File: config.mk
export PLATFORM = sky130hd
export DESIGN_NAME = data_io_upload
export DESIGN_NICKNAME = d
export VERILOG_FILES = /design/src/rtl/data_io_pkg.sv /design/src/rtl/data_io_upload_spi_sync.sv /design/src/rtl/data_io_upload.sv
export SDC_FILE = /design/constraint.sdc
export NUM_CORES = 1
export LEC_CHECK = 0
export CORE_AREA = 2 2 74 76
export CTS_BUF_LIST = sky130_fd_sc_hd__clkbuf_2
export DETAILED_ROUTE_END_ITERATION = 8
export DIE_AREA = 0 0 76 78
export HOLD_SLACK_MARGIN = 0.1
export PLACE_DENSITY = 0.85
export RECOVER_POWER = 100
export SYNTH_ARGS = -nofsm -noshare
export SYNTH_HDL_FRONTEND = slang
export SYNTH_HIERARCHICAL = 1
export SYNTH_SLANG_ARGS = --single-unit
File: constraint.sdc
create_clock -name clk -period 2.15 [get_ports clk]
set_input_delay 0.43 -clock clk [delete_from_list [all_inputs] [get_ports clk]]
set_output_delay 0.43 -clock clk [all_outputs]
set_load 0.01 [all_outputs]
File: src/rtl/data_io_pkg.sv
// rtl/data_io_pkg.sv - UIO command codes and SPI transfer state shared by the data_io blocks
package data_io_pkg;

    localparam logic [7:0] CMD_FILE_TX     = 8'h53;
    localparam logic [7:0] CMD_FILE_TX_DAT = 8'h54;
    localparam logic [7:0] CMD_FILE_RX     = 8'h55;
    localparam logic [7:0] CMD_FILE_RX_DAT = 8'h56;

    typedef enum logic [2:0] {
        ST_IDLE,
        ST_CMD,
        ST_ARG,
        ST_DATA,
        ST_SKIP
    } state_t;

endpackage

File: src/rtl/data_io_upload_spi_sync.sv
// rtl/data_io_upload_spi_sync.sv - 2-FF synchronizers for sck/ss/sdi plus sck edge strobes
module spi_sync (
    input  logic clk,
    input  logic reset,
    input  logic sck,
    input  logic ss,
    input  logic sdi,
    output logic sck_rise,
    output logic sck_fall,
    output logic ss_s,
    output logic sdi_s
);

    logic [1:0] sck_ff;
    logic [1:0] ss_ff;
    logic [1:0] sdi_ff;
    logic       sck_d;

    // ss resets to the deselected level so no session starts out of reset
    always_ff @(posedge clk) begin
        if (reset) begin
            sck_ff <= 2'b00;
            ss_ff  <= 2'b11;
            sdi_ff <= 2'b00;
            sck_d  <= 1'b0;
        end else begin
            sck_ff <= {sck_ff[0], sck};
            ss_ff  <= {ss_ff[0], ss};
            sdi_ff <= {sdi_ff[0], sdi};
            sck_d  <= sck_ff[1];
        end
    end

    assign sck_rise = sck_ff[1] & ~sck_d;
    assign sck_fall = ~sck_ff[1] & sck_d;
    assign ss_s     = ss_ff[1];
    assign sdi_s    = sdi_ff[1];

endmodule

File: src/rtl/data_io_upload.sv
// rtl/data_io_upload.sv - SPI-slave upload path streaming core memory bytes out on sdo
module data_io_upload
    import data_io_pkg::*;
#(
    parameter logic [15:0] START_ADDR      = 16'h0000,
    parameter logic [7:0]  UIO_FILE_RX     = CMD_FILE_RX,
    parameter logic [7:0]  UIO_FILE_RX_DAT = CMD_FILE_RX_DAT
) (
    input  logic        clk,
    input  logic        reset,
    input  logic        sck,
    input  logic        ss,
    input  logic        sdi,
    output logic        sdo,
    output logic        sdo_oe,
    output logic        uploading,
    output logic [15:0] addr,
    output logic [13:0] mem_addr,
    output logic        mem_rd,
    input  logic [7:0]  mem_din
);

    logic       sck_rise;
    logic       sck_fall;
    logic       ss_s;
    logic       sdi_s;

    state_t     state;
    logic [3:0] cnt;
    logic [7:0] rx;
    logic [7:0] tx;
    logic [7:0] prefetch;
    logic       rd_pend;
    logic [7:0] rx_next;
    logic [3:0] cnt_next;

    spi_sync u_sync (
        .clk      (clk),
        .reset    (reset),
        .sck      (sck),
        .ss       (ss),
        .sdi      (sdi),
        .sck_rise (sck_rise),
        .sck_fall (sck_fall),
        .ss_s     (ss_s),
        .sdi_s    (sdi_s)
    );

    // After the command byte the counter cycles 8..15 so bit 3 marks "past the command"
    assign rx_next  = {rx[6:0], sdi_s};
    assign cnt_next = (cnt == 4'd15) ? 4'd8 : cnt + 4'd1;

    always_ff @(posedge clk) begin
        if (reset) begin
            state     <= ST_IDLE;
            cnt       <= 4'd0;
            rx        <= 8'h00;
            tx        <= 8'h00;
            prefetch  <= 8'h00;
            rd_pend   <= 1'b0;
            addr      <= START_ADDR;
            uploading <= 1'b0;
            mem_rd    <= 1'b0;
            sdo_oe    <= 1'b0;
        end else begin
            mem_rd  <= 1'b0;
            rd_pend <= mem_rd;
            if (rd_pend) begin
                prefetch <= mem_din;
            end

            // Deselect outranks any edge seen on the same clock
            if (ss_s) begin
                state  <= ST_IDLE;
                cnt    <= 4'd0;
                sdo_oe <= 1'b0;
            end else begin
                case (state)
                    ST_IDLE: begin
                        state <= ST_CMD;
                        cnt   <= 4'd0;
                    end
                    ST_CMD: begin
                        if (sck_rise) begin
                            rx  <= rx_next;
                            cnt <= cnt_next;
                            if (cnt == 4'd7) begin
                                if (rx_next == UIO_FILE_RX) begin
                                    state <= ST_ARG;
                                end else if (rx_next == UIO_FILE_RX_DAT) begin
                                    state  <= ST_DATA;
                                    sdo_oe <= 1'b1;
                                    mem_rd <= 1'b1;
                                end else begin
                                    state <= ST_SKIP;
                                end
                            end
                        end
                    end
                    ST_ARG: begin
                        if (sck_rise) begin
                            rx  <= rx_next;
                            cnt <= cnt_next;
                            if (cnt == 4'd15) begin
                                state <= ST_SKIP;
                                if (sdi_s) begin
                                    addr      <= START_ADDR;
                                    uploading <= 1'b1;
                                end else begin
                                    uploading <= 1'b0;
                                end
                            end
                        end
                    end
                    ST_DATA: begin
                        if (sck_rise) begin
                            rx  <= rx_next;
                            cnt <= cnt_next;
                        end else if (sck_fall) begin
                            // Byte boundary: hand over the prefetched byte and fetch the next one
                            if (cnt == 4'd8) begin
                                tx     <= prefetch;
                                addr   <= addr + 16'd1;
                                mem_rd <= 1'b1;
                            end else begin
                                tx <= {tx[6:0], 1'b0};
                            end
                        end
                    end
                    ST_SKIP: begin
                        state <= ST_SKIP;
                    end
                    default: begin
                        state <= ST_IDLE;
                    end
                endcase
            end
        end
    end

    assign sdo      = tx[7];
    assign mem_addr = addr[13:0];

endmodule

==> impl_metrics.csv, run 1 <==
group,metric,value,unit
run_status,outcome,"completed",
clock_network,cts-root-buf,"clkbuf_2",
logic_synthesis,synth_edf_count,0,
global_route,antenna_found_initial,0,
clock_network,path_clk_slew,0.15,ns
sta,maxSlewHeadroom,46.0,%
global_route,grt_max_degree,48,
setup_path,cp_cell_sequence,"dlygate4sd3_1",
logic_synthesis,ys_warn_count,6,
setup_path,required,1.72,ns
routing,totalWireLength,6220,um
setup_path,reg2reg_from,"u_sync/sck_d",
setup_path,critical_path_class,"flop to output port",
sta,period_minus_slack,2.04,ns
pwr,p_leak,1.29,nW
routing,drt_iter0_drc,92,
sta,grt_setup_unrepaired,"no",
setup_path,reg2reg_slack,0.11,ns
logic_synthesis,ys_seq_area_share,41.2,%
logic_synthesis,synth-seq-cells,57,
sta,hold_violations,0,
logic_synthesis,syn_area_per_cell,8.62,um2
worst_hold_path,min_to,"u_sync/ss_ff[1]",
sta,tightest_slew,0.805,ns
setup_path,slowest_stage,"dlygate4sd3_1",
sta,hold-worst-slack,0.408,ns
floorplanning,die_width,76,um
setup_path,startpoint_type,"flop",
floorplanning,ios,47,
pwr,power,1.79,mW
clock_network,cts_tree,"done",
setup_path,endpoint_kind,"output port",
placed_design,portBuffers,46,
clock_network,cts_buffer_depth,2,
worst_hold_path,hp-start,"u_sync/ss_ff[0]",
sta,setup_ws,0.108,ns
global_route,grt_overflow,0,
setup_path,arrival,1.61,ns
cells_and_area,stdcell_count,439,
sta,layout_worst_path_cycle_share,95.0,%
logic_synthesis,mappedNetlistArea,0.00277,mm2
cells_and_area,post-route-util,67.0,%
clock_network,clock-sinks,57,
placed_design,placedCellCount,423,
worst_hold_path,hold_path_depth,1,
sta,finalClockSkew,0.0179,ns
global_route,first_global_vias,2418,
cells_and_area,antennaDiodeCount,0,
clock_network,htreeDepth,3,
flow_run,max-cap-violations,0,
placed_design,dpl_cell_area,0.00329,mm2
pwr,power_density,529,mW/mm2
routing,wl_per_cell,14.2,um
placed_design,routabilityCongestion,0.835,
cells_and_area,finalNetCount,380,
clock_network,clock_latency,0.50,ns
cells_and_area,area_delta_synth_final,22.1,%
sta,max_freq,490,MHz
clock_network,numCtsBuffers,9,
sta,finalSetupViolCount,0,
cells_and_area,drive_above_1_share,9.21,%
setup_path,max_stage_delay,0.64,ns
logic_synthesis,synthDistinctLibCells,56,
routing,vias_per_cell,5.82,
floorplanning,rows,26,
sta,tns,0,ns
placed_design,post-place-ws,-0.236,ns
floorplanning,die_area,0.00593,mm2
setup_path,crit_fanout,7,
logic_synthesis,async_flop_share,0,%
pwr,vdd_drop_max,310,uV
global_route,grt_pass1_wl,10800,um
cells_and_area,finalInstanceArea,0.00338,mm2
placed_design,post-dp-hpwl,4360,um
setup_path,path_delay_family,"buffers and inverters",
cells_and_area,fillers,431,
floorplanning,coreArea,0.00504,mm2
routing,first_pass_iters,4,
routing,vias,2554,
routing,drc,0,
setup_path,path_buf_inv,1,
floorplanning,initial_core_util,54.9,%
logic_synthesis,synth_nets,337,
floorplanning,die_y,78,um
global_route,grtUsageTotal,22.3,%
worst_hold_path,hold_path_class,"flop to flop",
setup_path,rr_worst_depth,5,
logic_synthesis,syn_inst,321,
sta,drv_slew,0,
setup_path,r2r_end,"addr[13]",
routing,postRouteAntennaNets,0,
logic_synthesis,synth_ff_type,"dfxtp_1",
-- layer usage --
layer | up-vias | part of all wire [%] | wire (um) | GRT usage [%]
met1 | 1198 | 46 | 2840 | 27.1
li1 | 1254 | - | - | -
met5 | - | 0 | 0 | 0
met2 | 86 | 47 | 2920 | 36.7
met3 | 16 | 5.4 | 333 | 4.53
met4 | 0 | 2.0 | 122 | 13.5
-- synth_stat cells, types with 2 or more instances --
library cell	instances	area share [%]
a32o_1	3	1.1
nand3b_1	4	1.1
nand4_1	6	1.4
nor2b_1	11	2.5
o21ai_0	11	2.0
o211ai_1	2	0.54
o41ai_1	2	0.63
and2_1	3	0.68
nor4_1	6	1.4
and3_1	2	0.45
nand2b_1	5	1.1
a41oi_1	3	0.95
a41o_1	4	1.4
clkbuf_1	13	1.8
nor2_1	36	4.9
nand2_1	23	3.1
or2_1	2	0.45
buf_4	14	3.8
ha_1	3	1.4
mux2i_1	16	5.8
inv_1	12	1.6
dfxtp_1	57	41
a31oi_1	6	1.4
nor3_1	10	1.8
buf_2	2	0.36
nand3_1	10	1.8
o31ai_1	2	0.54
a21oi_1	12	2.2
nor4bb_1	2	0.72
or2_2	2	0.45
a311oi_1	12	3.8
-- worst max-delay path by stage --
stage,from,to,depth (start not counted)
after floorplan,u_sync/sck_ff[1],addr[13],5
after global placement,reset,addr[13],5
after detailed placement,reset,addr[13],5
after CTS,addr[3],mem_addr[3],1
after global routing,u_sync/sck_d,addr[13],5
final,addr[4],mem_addr[4],1
-- cell type report --
type / instances / area, um2 / share of cell area (%)
multi-input combinational: 222 / 1420 / 42.1
sequential: 57 / 1140 / 33.8
timing repair buffer: 62 / 582 / 17.2
tap: 70 / 87.6 / 2.59
clock buffer: 11 / 55.1 / 1.63
clock inverter: 5 / 46.3 / 1.37
inverter: 12 / 45.0 / 1.33
-- flip-flops by register name, indices dropped and copies added, names as in the netlist --
| name | cells |
|---|---|
| prefetch | 8 |
| sdo_oe | 1 |
| tx | 8 |
| rd_pend | 1 |
| addr | 16 |
| rx | 7 |
| u_sync/sdi_ff | 2 |
| u_sync/ss_ff | 2 |
| u_sync/sck_ff | 2 |
| u_sync/sck_d | 1 |
| mem_rd | 1 |
| uploading | 1 |
| cnt | 4 |
| state | 3 |
-- cells in the final DEF (no fill, tap or decap), drive strengths merged, types with 4 or more instances in the layout --
master          n
a21oi          12
a311oi         12
a31oi           6
a41o            4
buf            13
clkbuf         14
clkdlybuf4s50  16
clkinv          4
dfxtp          57
dlygate4sd3    30
inv            12
mux2i          16
nand2          23
nand2b          5
nand3          10
nand3b          4
nand4           6
nor2           36
nor2b          11
nor3           10
nor4            6
o21ai          12
or2             4
-- cells by family after synthesis --
family	after synthesis	share of synthesized area (%)
XOR/XNOR	1	0.317
multiplexers	16	5.79
flip-flops	57	41.2
adder cells (fa/ha/maj)	3	1.36
buffers and inverters	42	7.69
AND/OR/NAND/NOR	132	25.2
AO/OA/AOI/OAI	70	18.4
-- power by group --
| part | switching, mW | total (mW) | leakage, nW | internal (mW) |
|---|---|---|---|---|
| clock | 0.386 | 0.652 | 0.0684 | 0.266 |
| combinational | 0.0341 | 0.0676 | 0.764 | 0.0334 |
| sequential | 0.00504 | 1.07 | 0.460 | 1.06 |
| total | 0.426 | 1.79 | 1.29 | 1.36 |
-- timing repair --
action | 4_1_cts | 5_1_grt
hold buffers | 0 | 0
setup endpoints to repair | 0 | 2
resized for setup | 0 | 2
buffers inserted | 0 | 0
(Power assumes the default switching activity.)
==> run 2, diff against run 1 <==
- CAP_MARGIN: default -> 20
- CTS_CLUSTER_DIAMETER: default -> 60
==> results of run 2 <==
No change in the layout: final DEF, timing and power equal those of run 1.
==> run 3, diff against run 2 <==
- CAP_MARGIN: 20 -> 40
- CELL_PAD_IN_SITES_DETAIL_PLACEMENT: default -> 1
- CELL_PAD_IN_SITES_GLOBAL_PLACEMENT: default -> 2
- CORE_AREA: 2 2 74 76 -> 2 2 95 97
- DIE_AREA: 0 0 76 78 -> 0 0 97 99
- PLACE_DENSITY: 0.85 -> 0.84
- SYNTH_HIERARCHICAL: 1 -> default
==> run 3 against run 2 <==
First-iteration DRC count increased by 5.4%. Via count down 4.0%. Clock skew increased by 0.0068 ns. Critical path depth increased by 1. Die area is 62% higher. Non-clock buffer count down 3. Sequential power is essentially flat. Critical endpoint is now mem_addr[0]. Largest power group unchanged. Global-route usage decreased by 6.9 points. Core utilization fell by 28 points. Cell count rose by 3.4%. Clock power barely moved. Worst setup slack better by 0.0027 ns.
==> impl_metrics.csv, run 3 <==
group,metric,value,unit
clock_network,numCtsBuffers,9,
global_route,antenna_found_initial,0,
setup_path,crit_fanout,8,
global_route,grt_max_degree,37,
floorplanning,ios,47,
logic_synthesis,synth_top_family_by_area,"simple AND/OR/NAND/NOR gates",
worst_hold_path,hold_path_class,"flop to flop",
setup_path,rr_worst_depth,5,
flow_run,max-cap-violations,0,
global_route,grt_overflow,0,
logic_synthesis,syn_inst,305,
setup_path,crit_cells,2,
routing,drc,0,
logic_synthesis,synthTopCellsByCount,"57 x dfxtp_1, 39 x nor2_1, 24 x mux2i_1, 16 x buf_4",
cells_and_area,finalNetCount,358,
routing,drt_iter0_drc,97,
setup_path,max_stage_delay,0.62,ns
logic_synthesis,synth_ff_type,"dfxtp_1",
setup_path,path_buf_inv,2,
clock_network,cts_tree,"done",
routing,wl_per_cell,15.6,um
setup_path,critPathLaunch,"addr[0]",
floorplanning,die_y,99,um
cells_and_area,final-seq-area,0.00114,mm2
placed_design,routabilityCongestion,0.801,
cells_and_area,finalInstanceArea,0.00335,mm2
sta,hold_violations,0,
run_status,outcome,"completed",
cells_and_area,reg_top3,"addr x16, prefetch x8, tx x8",
pwr,vdd_drop_max,322,uV
cells_and_area,final_cell_mix,"56 x dfxtp_1, 39 x nor2_1, 25 x clkdlybuf4s50_1, 24 x mux2i_1, 20 x dlygate4sd3_1",
logic_synthesis,ys_warn_count,0,
worst_hold_path,hp-start,"u_sync.ss_ff[0]",
routing,vias_per_cell,5.40,
cells_and_area,drive_above_1_share,10.1,%
setup_path,endpoint_kind,"output port",
logic_synthesis,synthDistinctLibCells,54,
sta,tns,0,ns
logic_synthesis,syn_area_per_cell,9.09,um2
setup_path,cp_cell_sequence,"buf_4, dlygate4sd3_1",
setup_path,required,1.72,ns
cells_and_area,fillers,1006,
sta,tightest_slew,0.745,ns
logic_synthesis,synthSimpleGateAreaFrac,23.4,%
logic_synthesis,yosys.cell_count.top_type,"dfxtp_1",
logic_synthesis,synth-xor-area-share,0.316,%
sta,finalClockSkew,0.0247,ns
floorplanning,rows,34,
clock_network,htreeDepth,3,
sta,max_freq,490,MHz
cells_and_area,largest_reg_flops,16,
setup_path,reg2reg_from,"state[0]",
clock_network,clock-sinks,57,
setup_path,path_delay_family,"buffers and inverters",
cells_and_area,top_register,"addr",
clock_network,cts-root-buf,"clkbuf_2",
cells_and_area,final_common_cell,"dfxtp_1",
placed_design,portBuffers,46,
sta,maxSlewHeadroom,50.3,%
worst_hold_path,hold_path_depth,1,
setup_path,slowest_stage,"dlygate4sd3_1",
logic_synthesis,synth_largest_area_cell,"dfxtp_1",
cells_and_area,antennaDiodeCount,0,
sta,grt_setup_unrepaired,"no",
placed_design,post-dp-hpwl,5130,um
sta,finalSetupViolCount,0,
cells_and_area,area_delta_synth_final,20.7,%
floorplanning,die_width,97,um
logic_synthesis,synth_nets,321,
floorplanning,initial_core_util,32.4,%
sta,period_minus_slack,2.04,ns
setup_path,startpoint_type,"flop",
logic_synthesis,async_flop_share,0,%
clock_network,post_cts_buffers,0,
clock_network,path_clk_slew,0.14,ns
sta,layout_worst_path_cycle_share,94.9,%
routing,first_pass_iters,4,
clock_network,cts_buffer_depth,2,
logic_synthesis,synthMuxAreaShare,9.07,%
logic_synthesis,synth-adder-area-share,1.35,%
placed_design,dpl_cell_area,0.00328,mm2
floorplanning,coreArea,0.00855,mm2
logic_synthesis,mappedNetlistArea,0.00277,mm2
global_route,grt_pass1_wl,12100,um
routing,vias,2451,
pwr,p_leak,1.19,nW
pwr,power,1.78,mW
logic_synthesis,ys_top_cells_by_area,"dfxtp_1 41%, mux2i_1 8.7%, nor2_1 5.3%",
clock_network,clock_latency,0.48,ns
logic_synthesis,synth_compound_area_share,17.1,%
logic_synthesis,ys_seq_area_share,41.2,%
global_route,grtUsageTotal,15.4,%
logic_synthesis,synth_edf_count,0,
sta,hold-worst-slack,0.442,ns
routing,postRouteAntennaNets,0,
logic_synthesis,synth-seq-cells,57,
pwr,power_density,533,mW/mm2
sta,drv_slew,0,
routing,totalWireLength,7080,um
setup_path,arrival,1.61,ns
floorplanning,die_area,0.00960,mm2
logic_synthesis,yosysTopAreaCellShare,41.2,%
setup_path,critical_path_class,"flop to output port",
global_route,first_global_vias,2521,
cells_and_area,multiInputGateArea,0.00142,mm2
## run 3: cell count changes after synthesis, sizes merged, moves of 4 or more
cell / delta
nand2: -17
a211oi: +10
mux2i: +8
a311oi: -7
inv: -6
buf: +5
a41o: -4
## run 3: power by group
group / internal, mW / switching [mW] / total (mW)
sequential: 1.06 / 0.00580 / 1.07
combinational: 0.0312 / 0.0344 / 0.0656
clock: 0.265 / 0.384 / 0.649
## run 3: final timing paths
path                     end  slack (ns)
min reg2reg  u_sync.ss_ff[1]        0.44
min          u_sync.ss_ff[1]        0.44
max reg2reg          addr[6]        0.19
max              mem_addr[0]        0.11
## run 3: worst reg2reg max path, stage by stage (launching register included)
cell and delay [ns]:
dfxtp_1 0.51, nand3b_1 0.17, clkbuf_2 0.25, o32a_1 0.36, nor2_1 0.39, a311oi_1 0.17
## run 3: area by class of cell
type                            count  area share, %
Multi-Input combinational cell    209           42.3
Sequential cell                    57           34.1
Timing Repair Buffer               59           15.9
Tap cell                          108           4.04
Clock buffer                       11           1.65
Clock inverter                      4           1.35
Inverter                            6          0.673
## run 3: logic make-up after synthesis
group,count (synthesis)
xor gates and xnor gates,1
and+or+nand+nor,115
muxes,25
AOI/OAI and AO/OA,65
adders and majority gates,3
buffers and inverters,39
DFF,57
## run 3: timing repair
action,in CTS,in global routing
endpoints found under the setup margin,0,1
gates resized for setup,0,1
hold buffers,0,0
## run 3: layer usage
metal | wire, um | global-route usage, % | vias up
met4 | 114 | 7.69 | 0
met2 | 3450 | 26.4 | 66
met5 | 0 | 0 | -
met3 | 335 | 3.12 | 13
met1 | 3180 | 18.5 | 1185
li1 | - | - | 1187
## run 3: stage by stage
step	instances	utilization (%)	setup slack, ns
after floorplan	305	-	0.295
after global placement	439	38.4	0.259
after detailed placement	439	38.4	0.202
after CTS	454	39.6	0.0548
after global routing	454	39.1	0.000985
final	454	39.1	0.110
